==> src/rtl/neuron_mac_sequencer.sv <==
// Single-neuron controller: streams weights into the weight BRAM (LOAD) or walks
// both BRAMs and accumulates the signed dot product of weights and inputs (RUN).
module neuron_mac_sequencer #(
    parameter int DEPTH = 28,
    parameter int AW    = 5,
    parameter int DW    = 16,
    parameter int ACCW  = 40
) (
    input  logic            clk_i,
    input  logic            rst_n_i,
    input  logic            start_i,
    input  logic            load_i,
    input  logic            ld_valid_i,
    input  logic [DW-1:0]   ld_data_i,
    output logic            ld_ready_o,
    output logic [AW-1:0]   w_addr_o,
    output logic [DW-1:0]   w_di_o,
    output logic            w_en_o,
    output logic            w_we_o,
    input  logic [DW-1:0]   w_do_i,
    output logic [AW-1:0]   x_addr_o,
    output logic            x_en_o,
    input  logic [DW-1:0]   x_do_i,
    output logic            busy_o,
    output logic            done_o,
    output logic [ACCW-1:0] acc_o
);

    typedef enum logic [2:0] {
        S_IDLE,
        S_LOAD,
        S_RUN,
        S_DRAIN,
        S_FIN
    } state_e;

    localparam logic [AW-1:0] LAST = AW'(DEPTH - 1);

    state_e          state_q, state_d;
    logic [AW-1:0]   cnt_q, cnt_d;
    logic [AW-1:0]   w_addr_q, w_addr_d;
    logic [DW-1:0]   w_di_q, w_di_d;
    logic            w_en_q, w_en_d;
    logic            w_we_q, w_we_d;
    logic [AW-1:0]   x_addr_q, x_addr_d;
    logic            x_en_q, x_en_d;
    logic            rvld_q, rvld_d;
    logic [ACCW-1:0] acc_q, acc_d;

    logic signed [2*DW-1:0] prod;
    logic [ACCW-1:0]        prod_ext;

    // BRAM outputs were captured on the falling edge, so they are stable here.
    assign prod     = $signed(w_do_i) * $signed(x_do_i);
    assign prod_ext = {{(ACCW-2*DW){prod[2*DW-1]}}, prod};

    always_comb begin
        state_d    = state_q;
        cnt_d      = cnt_q;
        w_addr_d   = w_addr_q;
        w_di_d     = w_di_q;
        w_en_d     = 1'b0;
        w_we_d     = 1'b0;
        x_addr_d   = x_addr_q;
        x_en_d     = 1'b0;
        rvld_d     = 1'b0;
        acc_d      = rvld_q ? acc_q + prod_ext : acc_q;
        ld_ready_o = 1'b0;

        case (state_q)
            S_IDLE: begin
                if (start_i) begin
                    cnt_d = '0;
                    if (load_i) begin
                        state_d = S_LOAD;
                    end else begin
                        state_d = S_RUN;
                        acc_d   = '0;
                    end
                end
            end
            S_LOAD: begin
                ld_ready_o = 1'b1;
                if (ld_valid_i) begin
                    w_addr_d = cnt_q;
                    w_di_d   = ld_data_i;
                    w_en_d   = 1'b1;
                    w_we_d   = 1'b1;
                    cnt_d    = cnt_q + AW'(1);
                    if (cnt_q == LAST) begin
                        state_d = S_FIN;
                    end
                end
            end
            S_RUN: begin
                w_addr_d = cnt_q;
                x_addr_d = cnt_q;
                w_en_d   = 1'b1;
                x_en_d   = 1'b1;
                rvld_d   = 1'b1;
                cnt_d    = cnt_q + AW'(1);
                if (cnt_q == LAST) begin
                    state_d = S_DRAIN;
                end
            end
            // Last read issued in RUN is accumulated here via rvld_q.
            S_DRAIN: state_d = S_FIN;
            S_FIN:   state_d = S_IDLE;
            default: state_d = S_IDLE;
        endcase
    end

    always_ff @(posedge clk_i or negedge rst_n_i) begin
        if (!rst_n_i) begin
            state_q  <= S_IDLE;
            cnt_q    <= '0;
            w_addr_q <= '0;
            w_di_q   <= '0;
            w_en_q   <= 1'b0;
            w_we_q   <= 1'b0;
            x_addr_q <= '0;
            x_en_q   <= 1'b0;
            rvld_q   <= 1'b0;
            acc_q    <= '0;
        end else begin
            state_q  <= state_d;
            cnt_q    <= cnt_d;
            w_addr_q <= w_addr_d;
            w_di_q   <= w_di_d;
            w_en_q   <= w_en_d;
            w_we_q   <= w_we_d;
            x_addr_q <= x_addr_d;
            x_en_q   <= x_en_d;
            rvld_q   <= rvld_d;
            acc_q    <= acc_d;
        end
    end

    assign w_addr_o = w_addr_q;
    assign w_di_o   = w_di_q;
    assign w_en_o   = w_en_q;
    assign w_we_o   = w_we_q;
    assign x_addr_o = x_addr_q;
    assign x_en_o   = x_en_q;
    assign acc_o    = acc_q;
    assign busy_o   = (state_q != S_IDLE);
    assign done_o   = (state_q == S_FIN);

endmodule

==> config.mk <==
export PLATFORM = sky130hd
export DESIGN_NAME = neuron_mac_sequencer
export DESIGN_NICKNAME = d
export VERILOG_FILES = /design/src/rtl/neuron_mac_sequencer.sv
export SDC_FILE = /design/constraint.sdc
export NUM_CORES = 1
export LEC_CHECK = 0
export ABC_AREA = 1
export CELL_PAD_IN_SITES_DETAIL_PLACEMENT = 0
export CELL_PAD_IN_SITES_GLOBAL_PLACEMENT = 2
export CORE_ASPECT_RATIO = 0.6
export CORE_MARGIN = 10
export CORE_UTILIZATION = 38
export DETAILED_ROUTE_END_ITERATION = 6
export PLACE_DENSITY = 0.91
export SYNTH_ARGS = -nofsm -noshare
export SYNTH_HDL_FRONTEND = slang
export SYNTH_SLANG_ARGS = --single-unit
==> constraint.sdc <==
create_clock -name clk_i -period 7.5 [get_ports clk_i]
set_clock_uncertainty 0.2 [all_clocks]
set_input_delay 1.125 -clock clk_i [delete_from_list [all_inputs] [get_ports clk_i]]
set_output_delay 1.125 -clock clk_i [all_outputs]
set_load 0.02 [all_outputs]
==> metrics.csv <==
metric,value,unit
status,finished with violations,
failing checks,negative setup slack,
Post-synth top flop,dfrtp_1,
min Tclk post-route,7659,ps
clk slew on worst S/H paths,70,ps
final setup vio count,18,
"Clk Latency, worst-skew pair",360,ps
CP Data Required Time,7610,ps
WL final,59.25,mm
max cap viols,0,
Synth area leaders,"fa_1 32%, inv_1 14%, nand2_1 14%",
Seq cells post-synth,77,
vias,16210,
largest fanout on the critical path,6,
Worst-Margin Slew,831.7,ps
Setup CP Type,primary input to flop,
fin nets,3224,
Synthesis Warnings,0,
DP Worst Slack,-1321,ps
ANT nets after route,0,
"EDFF count, synth",0,
CTS Buf Count,9,
I/O pins,125,
total nets after synthesis,2722,
Max Fclk,130.6,MHz
CP startpoint kind,primary input,
PnR worst setup slack,-159.2,ps
DIE AREA,52350,sq um
Initial Utilization,0.3887,
ys async rst share,1.000,
layout cells sized above 1,0.3869,
Syn Std Cell Area,16470,sq um
Root Buffer,clkbuf_16,
Slew headroom,0.4449,
global-route wire length before repair,89.93,mm
"Avg Cell Area, Syn",7.219,sq um
final hold viol count,0,
total grt overflow,0,
RSZ-0062 raised after global routing,yes,
"most used cell, CP",fa_1,
Synth top area share,0.3196,
# diodes,0,
Setup crit end kind,flop,
post-synthesis sequential area ratio,0.1170,
vias in the first global route,16240,
DR WL/cell,17.64,microns
GR Util All Layers,0.2179,
Die X,288.8,microns
CP peak stage delay,670,ps
hpwl dp,44.56,mm
Yosys cell types,42,
largest net degree at the start of global routing,68,
area of the core,42380,sq um
clock buffer depth,2,
vias per cell,4.826,
slowest CP cell,fa_2,
initial antenna violation count,0,
synthesis-to-layout area growth,55.78,%
# port buffers,124,
CTS tree,yes,
DRC,0,
initial DRC count,1128,
Critical Path AT,7770,ps
post-synth top area cell,fa_1,
fin crit share,1.021,
row cnt,58,
Clock Sinks,77,
Die H,181.3,microns
RD Place Congestion,0.9300,
Post-Synthesis Cells,2282,
CTS H-tree lvls,3,
Worst Hold Class,flop to flop,
fin. max-slew vios,0,
FILL cells,3654,
Initial DRT Pass Iterations,5,
[critical path, delay by kind of cell]
family | cells | cell delay [ps]
adders and majority gates | 8 | 3870
and+or+nand+nor | 10 | 1020
buffers and inverters | 9 | 1000
AOI/OAI and AO/OA | 3 | 610
xor gates and xnor gates | 1 | 150
[repair_timing]
action                     4_1_cts  5_1_grt
buffers inserted                89       55
gates cloned                     8        2
gates resized for setup        546      512
hold buffers                     0        0
setup endpoints to repair       30       30
pin swaps                      225      296
[cell type report]
class                   instances  area [sq um]  area share
inverters                     625          2381     0.09278
well taps                     570         713.2     0.02779
clock inverters                 7         66.31    0.002584
repair buffers                565          5413      0.2109
flip-flops and latches         77          1928     0.07513
multi-input cells            1506         14940      0.5820
clock buffers                   9         225.2    0.008776
[registers in the layout (all words and copies together) (netlist names)]
signal    count
acc_o        40
w_di_o       16
cnt_q         5
w_addr_o      5
x_addr_o      5
state_q       3
rvld_q        1
w_en_o        1
w_we_o        1
[final timing paths]
path,start,endpoint,slack (ps),depth (start not counted)
max in group asynchronous,rst_n_i,rvld_q,5520,2
max,w_do_i[15],acc_o[33],-160,31
max reg2reg,acc_o[0],acc_o[12],4130,15
min,w_di_o[14],w_di_o[14],280,2
min in group asynchronous,rst_n_i,acc_o[32],470,1
min reg2reg,w_di_o[14],w_di_o[14],280,2
[cells by family (layout without fill, tap and decap cells)]
kind of cell / count (synthesis) / count (layout) / synth area share
xor gates and xnor gates: 40 / 40 / 0.02127
buffers and inverters: 699 / 1206 / 0.1595
adders and majority gates: 387 / 387 / 0.4138
and+or+nand+nor: 844 / 844 / 0.2048
DFF: 77 / 77 / 0.1170
AOI/OAI and AO/OA: 235 / 235 / 0.08370
[synthesized netlist by cell type, drive strengths merged (10+ instances only)]
| master | count |
|---|---|
| or2 | 11 |
| nor2 | 135 |
| xnor2 | 17 |
| o21ai | 83 |
| inv | 625 |
| nand3 | 65 |
| fa | 263 |
| a21o | 10 |
| ha | 124 |
| nor3 | 19 |
| a21oi | 84 |
| o211ai | 18 |
| xor2 | 23 |
| clkbuf | 68 |
| nand2 | 601 |
| dfrtp | 77 |
| o21bai | 22 |
[routing by layer]
layer | GRT usage | up-vias | part of all wire
met2 | 0.3082 | 492 | 0.43
met1 | 0.3406 | 7953 | 0.48
met3 | 0.04900 | 28 | 0.087
met4 | 0.01695 | 0 | 0.0060
li1 | - | 7738 | -
met5 | 0 | - | 0
[placed cells by master (no fill, tap or decap), types with 23 or more instances in the layout]
master             n
a21oi_4           23
o21ai_0           46
dfrtp_1           76
nand2_2           92
nor2_4            49
fa_1             233
inv_1            513
clkdlybuf4s50_1   92
ha_4              44
nand3_1           35
ha_1              76
inv_2            102
buf_12            30
buf_6             85
nor2_1            64
fa_2              30
nand2_1          444
a21oi_1           26
nand2_4           57
buf_4            328
a21oi_2           35
[metrics by stage]
stage	TNS (ps)	instances	util	hold slack, ps	area [sq um]
2_1_floorplan	-7.343	2282	-	263.0	16680
3_3_place_gp	-29090	3204	0.4897	263.0	20750
6_report	-1494	3359	0.6055	280.5	25660
3_5_place_dp	-30040	3204	0.4897	263.8	20750
5_1_grt	-6492	3359	0.6055	298.7	25660
4_1_cts	-2689	3316	0.5573	282.1	23620
Power is left out: the tool's default activity adds up to more than one toggle a clock period on the data nets, which glitch-free logic cannot reach.
